`src/rtl/qspi_request_queue.sv`:
```
// Host-side request queue for the QSPI shifter: buffers read/write requests in a FIFO and
// issues them one at a time over level-sensitive strobes, returning one in-order response each.
module qspi_request_queue #(
    parameter int unsigned DEPTH   = 4,
    parameter int unsigned TIMEOUT = 255
) (
    input  logic        i_clk,
    input  logic        i_reset_n,
    input  logic        i_req_valid,
    output logic        o_req_ready,
    input  logic        i_req_write,
    input  logic [31:0] i_req_addr,
    input  logic [31:0] i_req_wdata,
    output logic        o_rsp_valid,
    input  logic        i_rsp_ready,
    output logic        o_rsp_write,
    output logic [31:0] o_rsp_rdata,
    output logic        o_rsp_err,
    output logic        o_sh_we,
    output logic        o_sh_re,
    output logic [31:0] o_sh_address,
    output logic [31:0] o_sh_data_in,
    input  logic        i_sh_cs_n,
    input  logic [31:0] i_sh_data_out
);

    localparam int unsigned AW = (DEPTH > 1) ? $clog2(DEPTH) : 1;
    localparam int unsigned CW = $clog2(TIMEOUT + 2);

    typedef enum logic [1:0] {
        StIdle,
        StIssue,
        StBusy,
        StResp
    } state_t;

    state_t r_state;
    state_t w_state_next;

    logic [AW-1:0] r_wr_ptr;
    logic [AW-1:0] r_rd_ptr;
    logic [AW:0]   r_count;

    logic          r_mem_write [DEPTH];
    logic [31:0]   r_mem_addr  [DEPTH];
    logic [31:0]   r_mem_wdata [DEPTH];

    logic          r_cmd_write;
    logic [31:0]   r_cmd_addr;
    logic [31:0]   r_cmd_wdata;

    logic [CW-1:0] r_tmo;
    logic [CW-1:0] w_tmo_next;

    logic          r_sh_we;
    logic          r_sh_re;
    logic [31:0]   r_sh_address;
    logic [31:0]   r_sh_data_in;
    logic          w_sh_we_next;
    logic          w_sh_re_next;
    logic [31:0]   w_sh_address_next;
    logic [31:0]   w_sh_data_in_next;

    logic          r_rsp_valid;
    logic          r_rsp_write;
    logic [31:0]   r_rsp_rdata;
    logic          r_rsp_err;
    logic          w_rsp_valid_next;
    logic          w_rsp_write_next;
    logic [31:0]   w_rsp_rdata_next;
    logic          w_rsp_err_next;

    logic          w_full;
    logic          w_empty;
    logic          w_push;
    logic          w_pop;

    // Ready depends only on the registered count, so a full FIFO refuses even while popping.
    assign w_full      = (r_count == (AW + 1)'(DEPTH));
    assign w_empty     = (r_count == '0);
    assign o_req_ready = !w_full;
    assign w_push      = i_req_valid && !w_full;

    always_ff @(posedge i_clk) begin
        if (w_push) begin
            r_mem_write[r_wr_ptr] <= i_req_write;
            r_mem_addr[r_wr_ptr]  <= i_req_addr;
            r_mem_wdata[r_wr_ptr] <= i_req_wdata;
        end
    end

    always_ff @(posedge i_clk or negedge i_reset_n) begin
        if (!i_reset_n) begin
            r_wr_ptr <= '0;
            r_rd_ptr <= '0;
            r_count  <= '0;
        end else begin
            if (w_push) begin
                r_wr_ptr <= r_wr_ptr + AW'(1);
            end
            if (w_pop) begin
                r_rd_ptr <= r_rd_ptr + AW'(1);
            end
            if (w_push && !w_pop) begin
                r_count <= r_count + (AW + 1)'(1);
            end else if (!w_push && w_pop) begin
                r_count <= r_count - (AW + 1)'(1);
            end
        end
    end

    always_ff @(posedge i_clk or negedge i_reset_n) begin
        if (!i_reset_n) begin
            r_cmd_write <= 1'b0;
            r_cmd_addr  <= '0;
            r_cmd_wdata <= '0;
        end else if (w_pop) begin
            r_cmd_write <= r_mem_write[r_rd_ptr];
            r_cmd_addr  <= r_mem_addr[r_rd_ptr];
            r_cmd_wdata <= r_mem_wdata[r_rd_ptr];
        end
    end

    always_ff @(posedge i_clk or negedge i_reset_n) begin
        if (!i_reset_n) begin
            r_state      <= StIdle;
            r_tmo        <= '0;
            r_sh_we      <= 1'b0;
            r_sh_re      <= 1'b0;
            r_sh_address <= '0;
            r_sh_data_in <= '0;
            r_rsp_valid  <= 1'b0;
            r_rsp_write  <= 1'b0;
            r_rsp_rdata  <= '0;
            r_rsp_err    <= 1'b0;
        end else begin
            r_state      <= w_state_next;
            r_tmo        <= w_tmo_next;
            r_sh_we      <= w_sh_we_next;
            r_sh_re      <= w_sh_re_next;
            r_sh_address <= w_sh_address_next;
            r_sh_data_in <= w_sh_data_in_next;
            r_rsp_valid  <= w_rsp_valid_next;
            r_rsp_write  <= w_rsp_write_next;
            r_rsp_rdata  <= w_rsp_rdata_next;
            r_rsp_err    <= w_rsp_err_next;
        end
    end

    always_comb begin
        w_state_next      = r_state;
        w_pop             = 1'b0;
        w_tmo_next        = r_tmo;
        w_sh_we_next      = r_sh_we;
        w_sh_re_next      = r_sh_re;
        w_sh_address_next = r_sh_address;
        w_sh_data_in_next = r_sh_data_in;
        w_rsp_valid_next  = r_rsp_valid;
        w_rsp_write_next  = r_rsp_write;
        w_rsp_rdata_next  = r_rsp_rdata;
        w_rsp_err_next    = r_rsp_err;

        unique case (r_state)
            StIdle: begin
                if (!w_empty) begin
                    w_pop        = 1'b1;
                    w_tmo_next   = '0;
                    w_state_next = StIssue;
                end
            end
            StIssue: begin
                w_sh_we_next      = r_cmd_write;
                w_sh_re_next      = !r_cmd_write;
                w_sh_address_next = r_cmd_addr;
                w_sh_data_in_next = r_cmd_wdata;
                if (!i_sh_cs_n) begin
                    w_state_next = StBusy;
                end else if (r_tmo == CW'(TIMEOUT)) begin
                    w_sh_we_next     = 1'b0;
                    w_sh_re_next     = 1'b0;
                    w_rsp_valid_next = 1'b1;
                    w_rsp_write_next = r_cmd_write;
                    w_rsp_rdata_next = '0;
                    w_rsp_err_next   = 1'b1;
                    w_state_next     = StResp;
                end else begin
                    w_tmo_next = r_tmo + CW'(1);
                end
            end
            StBusy: begin
                // First high sample of cs_n ends the transaction; no timeout here.
                if (i_sh_cs_n) begin
                    w_sh_we_next     = 1'b0;
                    w_sh_re_next     = 1'b0;
                    w_rsp_valid_next = 1'b1;
                    w_rsp_write_next = r_cmd_write;
                    w_rsp_rdata_next = r_cmd_write ? 32'h0 : i_sh_data_out;
                    w_rsp_err_next   = 1'b0;
                    w_state_next     = StResp;
                end
            end
            StResp: begin
                if (i_rsp_ready) begin
                    w_rsp_valid_next = 1'b0;
                    w_state_next     = StIdle;
                end
            end
            default: begin
                w_state_next = StIdle;
            end
        endcase
    end

    assign o_rsp_valid  = r_rsp_valid;
    assign o_rsp_write  = r_rsp_write;
    assign o_rsp_rdata  = r_rsp_rdata;
    assign o_rsp_err    = r_rsp_err;
    assign o_sh_we      = r_sh_we;
    assign o_sh_re      = r_sh_re;
    assign o_sh_address = r_sh_address;
    assign o_sh_data_in = r_sh_data_in;

endmodule

```
`config.mk`:
```
export PLATFORM = sky130hd
export DESIGN_NAME = qspi_request_queue
export DESIGN_NICKNAME = d
export VERILOG_FILES = /design/src/rtl/qspi_request_queue.sv
export SDC_FILE = /design/constraint.sdc
export NUM_CORES = 1
export LEC_CHECK = 0
export CORE_AREA = 2 2 186 188
export DETAILED_ROUTE_END_ITERATION = 7
export DIE_AREA = 0 0 188 190
export PLACE_DENSITY = 0.8
export REMOVE_ABC_BUFFERS = 1
export SYNTH_ARGS = -nofsm -noshare
export SYNTH_HDL_FRONTEND = slang
export SYNTH_SLANG_ARGS = --single-unit
```
`constraint.sdc`:
```
create_clock -name i_clk -period 2.8 [get_ports i_clk]
set_input_delay 0.42 -clock i_clk [delete_from_list [all_inputs] [get_ports i_clk]]
set_output_delay 0.42 -clock i_clk [all_outputs]
set_load 0.01 [all_outputs]
```
==> results of run 1 <==
cells in the mapped netlist (2+ instances only):
| cell type | number |
|---|---|
| sky130_fd_sc_hd__xnor2_1 | 3 |
| sky130_fd_sc_hd__nor2b_1 | 3 |
| sky130_fd_sc_hd__buf_6 | 4 |
| sky130_fd_sc_hd__edfxtp_1 | 260 |
| sky130_fd_sc_hd__nand3_1 | 8 |
| sky130_fd_sc_hd__xor2_1 | 3 |
| sky130_fd_sc_hd__buf_2 | 18 |
| sky130_fd_sc_hd__mux4_2 | 65 |
| sky130_fd_sc_hd__dfrtp_1 | 184 |
| sky130_fd_sc_hd__nor2_1 | 6 |
| sky130_fd_sc_hd__o211ai_1 | 2 |
| sky130_fd_sc_hd__buf_4 | 2 |
| sky130_fd_sc_hd__buf_1 | 8 |
| sky130_fd_sc_hd__o21ai_0 | 37 |
| sky130_fd_sc_hd__nand2_1 | 82 |
| sky130_fd_sc_hd__or2_2 | 2 |
| sky130_fd_sc_hd__ha_1 | 11 |
| sky130_fd_sc_hd__o31ai_1 | 2 |
| sky130_fd_sc_hd__and3_1 | 6 |
| sky130_fd_sc_hd__mux2_2 | 134 |
| sky130_fd_sc_hd__inv_1 | 10 |
| sky130_fd_sc_hd__or4_1 | 3 |
| sky130_fd_sc_hd__a21oi_1 | 4 |
| sky130_fd_sc_hd__nor3_1 | 2 |
| sky130_fd_sc_hd__clkbuf_1 | 9 |
metrics by stage:
stage	power [mW]	cells	instance area (sq um)	setup WS, ps	util (%)
3_3_place_gp	17.5	1527	19400	469	57.1
3_5_place_dp	17.8	1527	19400	443	57.1
6_report	23.2	1612	20800	509	61.3
5_1_grt	24.5	1610	20800	348	61.3
2_1_floorplan	14.7	846	16500	-2120	-
4_1_cts	23.6	1610	20800	480	61.3
critical path: stages (launching register included):
cell	delay [ps]
sky130_fd_sc_hd__dfrtp_1	500
sky130_fd_sc_hd__nor2_1	80
sky130_fd_sc_hd__nand2_1	180
sky130_fd_sc_hd__clkdlybuf4s50_1	580
final cells by class:
type                    instances  area [sq um]  area share, %
diodes                          2          5.00         0.0241
clock buffers                  63          1220           5.88
clock inverters                19           176          0.848
inverters                      10          37.5          0.180
multi-input cells             392          4100           19.7
flip-flops and latches        444         12400           59.7
well taps                     455           569           2.74
repair buffers                227          2280           11.0
state kept, by name, summed over array words and instances (netlist names):
signal,count
r_cmd_addr,32
r_tmo,9
o_sh_address,32
o_sh_we,1
r_state,2
o_rsp_err,1
o_rsp_rdata,32
o_sh_data_in,32
o_rsp_valid,1
r_mem_wdata,128
r_rd_ptr,2
o_sh_re,1
o_rsp_write,1
r_mem_write,4
r_wr_ptr,2
r_cmd_write,1
r_count,3
r_cmd_wdata,32
r_mem_addr,128
what timing repair did:
action | CTS | global route
resized for setup | 0 | 0
setup endpoints to repair | 0 | 0
hold buffers | 1 | 0
hold endpoints to repair | 70 | 0
routing by layer:
metal / routed length (microns) / GRT usage [%]
met4: 838 / 5.42
met1: 13300 / 23.5
met3: 1830 / 4.02
met2: 15900 / 30.9
met5: 12 / 0
power by group:
part,total [mW],switching [mW],internal (mW)
logic,7.31,3.13,4.18
clock network,5.65,2.32,3.33
registers,10.3,1.16,9.12
total,23.2,6.60,16.6
worst max-delay path by stage:
stage,endpoint,slack (ps),from,depth (start not counted)
2_1_floorplan,r_count[2],-2120,r_count[0],7
3_3_place_gp,r_count[2],470,i_req_valid,8
3_5_place_dp,r_count[2],440,i_req_valid,8
4_1_cts,o_req_ready,480,r_count[0],3
5_1_grt,r_tmo[7],350,r_tmo[0],8
6_report,o_req_ready,510,r_count[0],3
layout by cell type (no fill, tap or decap), types with 3 or more instances in the layout:
cell | Yosys | layout
sky130_fd_sc_hd__nand3_1 | 8 | 8
sky130_fd_sc_hd__ha_1 | 11 | 10
sky130_fd_sc_hd__dfrtp_1 | 184 | 182
sky130_fd_sc_hd__xor2_1 | 3 | 3
sky130_fd_sc_hd__and3_4 | 0 | 4
sky130_fd_sc_hd__xnor2_1 | 3 | 3
sky130_fd_sc_hd__mux2_2 | 134 | 134
sky130_fd_sc_hd__nor2_1 | 6 | 6
sky130_fd_sc_hd__clkbuf_1 | 9 | 15
sky130_fd_sc_hd__buf_12 | 0 | 5
sky130_fd_sc_hd__mux4_2 | 65 | 65
sky130_fd_sc_hd__clkbuf_16 | 0 | 45
sky130_fd_sc_hd__o21ai_0 | 37 | 37
sky130_fd_sc_hd__clkbuf_8 | 0 | 4
sky130_fd_sc_hd__buf_4 | 2 | 18
sky130_fd_sc_hd__edfxtp_1 | 260 | 260
sky130_fd_sc_hd__inv_6 | 0 | 3
sky130_fd_sc_hd__bufinv_16 | 0 | 3
sky130_fd_sc_hd__nand2_1 | 82 | 82
sky130_fd_sc_hd__clkinv_2 | 0 | 6
sky130_fd_sc_hd__or4_1 | 3 | 3
sky130_fd_sc_hd__clkinv_1 | 0 | 6
sky130_fd_sc_hd__a21oi_1 | 4 | 4
sky130_fd_sc_hd__inv_1 | 10 | 10
sky130_fd_sc_hd__clkdlybuf4s50_1 | 0 | 202
kinds of logic (layout without fill, tap and decap cells):
family          after synthesis  in the layout  share of synthesized area [%]
mux                         199            199                           17.8
compound gates               57             57                           2.07
buf+inv                      53            319                           1.62
fa+ha+maj                    12             12                          0.942
simple gates                118            118                           3.12
flops                       444            444                           74.2
xor+xnor                      6              6                          0.314
other cells                   0              2                              0
==> results.rst, run 1 <==
.. list-table::
   :header-rows: 1

   * - Metric
     - Value
   * - Clock insertion delay at the later pin of the skew report
     - 530 ps
   * - Top-area cell type share of the netlist area
     - 46.7%
   * - Dpl hpwl
     - 19700 microns
   * - Startpoint of the worst register-to-register path
     - r_tmo[0]
   * - Post-DRT Antenna Nets
     - 0
   * - Overall track demand over capacity in global routing
     - 18.1%
   * - Num rows
     - 68
   * - Post-Synthesis Cell Area
     - 16700 sq um
   * - Total of endpoints with negative setup slack in the final report
     - 0
   * - Die Ht
     - 190 microns
   * - Data arrival time at the worst-slack endpoint
     - 1870 ps
   * - Number of vias after detailed routing
     - 8596
   * - Die Span X
     - 188 microns
   * - Maximum fanout along the worst path
     - 6
   * - Num CTS Buffers
     - 44
   * - Synthesis-stage register bit count
     - 444
   * - Period utilization
     - 81.8%
   * - Placeable core region
     - 33900 sq um
   * - Number of flops mapped to enable cells by yosys
     - 260
   * - Number of DRC markers after the initial detailed-route iteration
     - 378
   * - Worst setup SP type
     - flop
   * - Wire length per cell after detailed routing
     - 19.8 microns
   * - Final routed DRC violation total
     - 0
   * - Max-Cap Viols
     - 0
   * - Fin crit period
     - 2290 ps
   * - Unrepaired setup endpoints after global routing
     - false
   * - Nets@finish
     - 1233
   * - Outcome
     - finished, final reports clean
   * - Worst-case clock skew
     - 13.7 ps
   * - Critical path endpoint category
     - output pin
   * - Library cell occupying the most area in the post-synthesis netlist
     - sky130_fd_sc_hd__edfxtp_1
   * - Worst setup path class
     - reg -> out
   * - TritonRoute pass-1 iters
     - 4
   * - Hold EP
     - o_rsp_rdata[20]
   * - Beginning of the worst hold path
     - i_sh_data_out[20]
   * - Endpoint required time on the critical path
     - 2380 ps
   * - Area growth syn-to-layout
     - 24.3%
   * - Worst VDD drop
     - 808 uV
   * - Reported leakage power
     - 7.57 nW
   * - Unique masters post-synth
     - 46
   * - Post CTS Setup Buffer Count
     - 0
   * - Pwr Density
     - 1120 nW/um^2
   * - Average footprint of a synthesized cell
     - 18.8 sq um
   * - Clock transition at the register clock pins on the worst setup and hold paths after CTS
     - 60 ps
   * - Final hold vios
     - 0
   * - Global-route wire length before repair
     - 50500 microns
   * - H-tree levels
     - 2
   * - Timing-limited maximum frequency
     - 0.437 GHz
   * - Final worst hold slack
     - 450 ps
   * - Gate count after technology mapping
     - 889
   * - Path class of the lowest-slack min-delay path
     - in -> reg
   * - Number of antenna violations at the first check in global routing
     - 2
   * - Worst-margin pin slew
     - 755 ps
   * - Destination of the worst register-to-register timing path
     - r_tmo[7]
   * - Max-slew headroom
     - 49.7%
   * - Routability Congestion
     - 0.852
   * - FILL cells
     - 2366
   * - Sequential area share after synthesis
     - 74.2%
   * - Most common flop cell mapped by yosys
     - sky130_fd_sc_hd__edfxtp_1
   * - Proportion of register bits with asynchronous set or reset after synthesis
     - 41.4%
   * - Global route total overflow
     - 0
   * - Depth of the worst hold-timing path
     - 3
   * - Vias in the first global route
     - 9199
   * - Total routed wirelength
     - 31900 microns
   * - Fraction of layout cells with a size suffix above 1
     - 25.7%
   * - Cell types occupying the most area after synthesis
     - sky130_fd_sc_hd__edfxtp_1, sky130_fd_sc_hd__dfrtp_1, sky130_fd_sc_hd__mux2_2
   * - Number of max-slew violations in the final report
     - 0
   * - Synthesis warning total
     - 0
   * - Cell depth of the worst flop-to-flop path
     - 8
   * - Vias per Instance
     - 5.33
   * - TritonCTS clock tree
     - built
   * - Worst setup slack for register-to-register paths
     - 520 ps
   * - Starting density of the core
     - 49.3%
   * - Root buffer selected by CTS
     - sky130_fd_sc_hd__clkbuf_16
   * - Aggregate negative setup slack
     - 0 ps
   * - Largest buffer count on any clock path
     - 3
   * - Area of the die
     - 35700 sq um
   * - Pin count of the biggest net entering global routing
     - 76
   * - Sink Count
     - 444
   * - Port Buf Inserts
     - 203
   * - Count of pins on the block boundary
     - 204
(Power assumes the default switching activity.)
==> run 2: changes to the inputs <==
Clock period 2.8 ns to 2.1 ns, I/O delays scaled along.
==> run 2 against run 1 <==
Power is 38% higher. Register-to-register slack got worse by 400 ps. Core utilization grew 1.3 points. Via count grew 1.5%. Sequential power is 31% higher. Global-route usage rose by 0.83 points. Non-clock buffer count grew 23. Final area up 2.2%. First-iteration DRC count grew 30%. Final cell count increased by 1.2%. Flip-flop and latch count did not move. Count of clock-buffer cells in the layout is 2 higher.
==> results.rst, run 2 (synthesis results as in run 1) <==
.. list-table::
   :header-rows: 1

   * - Metric
     - Value
   * - Final core utilization
     - 62.6%
   * - Routability Congestion
     - 0.817
   * - Clock insertion delay at the later pin of the skew report
     - 550 ps
   * - Reported leakage power
     - 7.77 nW
   * - Cells along the critical path
     - ha_1, nand3_1, nor2_1, ha_2, and3b_2, o21bai_4, or4_1, nand3_1
   * - Fraction of layout cells with a size suffix above 1
     - 28.0%
   * - Path class of the lowest-slack min-delay path
     - in -> async
   * - Critical path endpoint category
     - flop
   * - Most frequent cells in the layout
     - sky130_fd_sc_hd__edfxtp_1, sky130_fd_sc_hd__clkdlybuf4s50_1, sky130_fd_sc_hd__dfrtp_1
   * - Num rows
     - 68
   * - Highest-delay cell along the critical path
     - sky130_fd_sc_hd__or4_1
   * - Die Span X
     - 188 microns
   * - Num CTS Buffers
     - 44
   * - Sink Count
     - 444
   * - Global route total overflow
     - 0
   * - Endpoint required time on the critical path
     - 2560 ps
   * - Most common cell on crit path
     - sky130_fd_sc_hd__nand3_1
   * - Pin count of the biggest net entering global routing
     - 68
   * - Overall track demand over capacity in global routing
     - 18.9%
   * - Worst setup slack for register-to-register paths
     - 120 ps
   * - Nets@finish
     - 1256
   * - Max-slew headroom
     - 70.1%
   * - Clock transition at the register clock pins on the worst setup and hold paths after CTS
     - 60 ps
   * - Die Ht
     - 190 microns
   * - Fin crit period
     - 1980 ps
   * - TritonRoute pass-1 iters
     - 4
   * - Post-Layout Cell Count
     - 1632
   * - Ant diodes
     - 0
   * - Worst-case clock skew
     - 23.2 ps
   * - Regs by FF count
     - r_mem_addr x128, r_mem_wdata x128
   * - Area growth syn-to-layout
     - 27.0%
   * - Period utilization
     - 94.4%
   * - Final routed DRC violation total
     - 0
   * - Most frequent standard cell in the layout excluding fill and tap cells
     - sky130_fd_sc_hd__edfxtp_1
   * - Maximum fanout along the worst path
     - 11
   * - H-tree levels
     - 2
   * - Total routed wirelength
     - 32700 microns
   * - Number of antenna violations at the first check in global routing
     - 1
   * - Pre-CTS worst setup slack
     - 8.77 ps
   * - Pwr Density
     - 1500 nW/um^2
   * - Data arrival time at the worst-slack endpoint
     - 2440 ps
   * - Number of vias after detailed routing
     - 8726
   * - Worst-margin pin slew
     - 448 ps
   * - Vias in the first global route
     - 9293
   * - Final hold vios
     - 0
   * - Placeable core region
     - 33900 sq um
   * - Count of pins on the block boundary
     - 204
   * - Number of DRC markers after the initial detailed-route iteration
     - 493
   * - Outcome
     - finished, final reports clean
   * - Cell depth of the worst flop-to-flop path
     - 8
   * - Root buffer selected by CTS
     - sky130_fd_sc_hd__clkbuf_16
   * - Wire length per cell after detailed routing
     - 20.1 microns
   * - Total of endpoints with negative setup slack in the final report
     - 0
   * - Vias per Instance
     - 5.35
   * - TritonCTS clock tree
     - built
   * - Post-DRT Antenna Nets
     - 0
   * - Setup slack after layout
     - 118 ps
   * - FILL cells
     - 2333
   * - Global-route wire length before repair
     - 52200 microns
   * - Starting density of the core
     - 49.3%
   * - Number of max-slew violations in the final report
     - 0
   * - Area of the die
     - 35700 sq um
   * - Startpoint of the worst register-to-register path
     - r_tmo[0]
   * - Port Buf Inserts
     - 203
   * - Placed Cells incl. Taps
     - 1544
   * - Timing-limited maximum frequency
     - 0.505 GHz
   * - Worst setup SP type
     - flop
   * - Max-Cap Viols
     - 0
   * - Worst VDD drop
     - 911 uV
   * - Worst setup path class
     - reg -> reg
   * - Stage delay of the slowest cell on the critical path
     - 490 ps
   * - Dpl hpwl
     - 20300 microns
   * - Destination of the worst register-to-register timing path
     - r_tmo[4]
   * - Critical path startpoint
     - r_tmo[0]
   * - Largest buffer count on any clock path
     - 3
   * - Final worst hold slack
     - 300 ps
## run 2: worst max-delay path by stage
stage                       endpoint  cells after the start
after floorplan           r_count[2]                      7
after global placement    r_count[2]                      8
after detailed placement    r_tmo[7]                      8
after CTS                   r_tmo[7]                      8
after global routing      r_count[2]                      9
final                       r_tmo[4]                      8
## run 2: worst max-delay path: cells and delay by family (launching register included)
family	cells	cell delay (ps)
AOI/OAI and AO/OA	1	120
DFF	1	400
and+or+nand+nor	5	1000
adders and majority gates	2	410
## run 2: repair_timing
action / in CTS / in global routing
hold buffers: 1 / 0
gates resized for setup: 4 / 7
pin swaps: 0 / 3
setup endpoints to repair: 2 / 6
buffers inserted: 2 / 4
hold endpoints to repair: 44 / 0
## run 2: final cells by class
cell class	count	area, sq um	share of cell area [%]
flip-flops and latches	444	12400	58.4
multi-input cells	392	4130	19.4
repair buffers	250	2630	12.4
clock buffers	65	1250	5.89
well taps	455	569	2.68
clock inverters	16	219	1.03
inverters	10	37.5	0.177
## run 2: where the power goes
group          internal (mW)  total [mW]  switching [mW]
registers               12.2        13.5            1.34
clock network           4.76        7.92            3.16
logic                   6.02        10.5            4.52
## run 2: per-stage QoR
stage	TNS [ps]	power [mW]	instance area (sq um)
after detailed placement	0	24.2	19700
final	0	32.0	21300
after global routing	-19.8	33.7	21300
after global placement	0	23.8	19700
after floorplan	-428320	19.5	16500
after CTS	0	32.3	21200
## run 2: metal layers
metal / up-vias / part of all wire, % / track usage (%)
li1: 3911 / - / -
met4: 2 / 1.9 / 5.12
met5: - / 0.040 / 0
met2: 272 / 51 / 33.0
met3: 47 / 5.6 / 3.84
met1: 4494 / 41 / 24.4
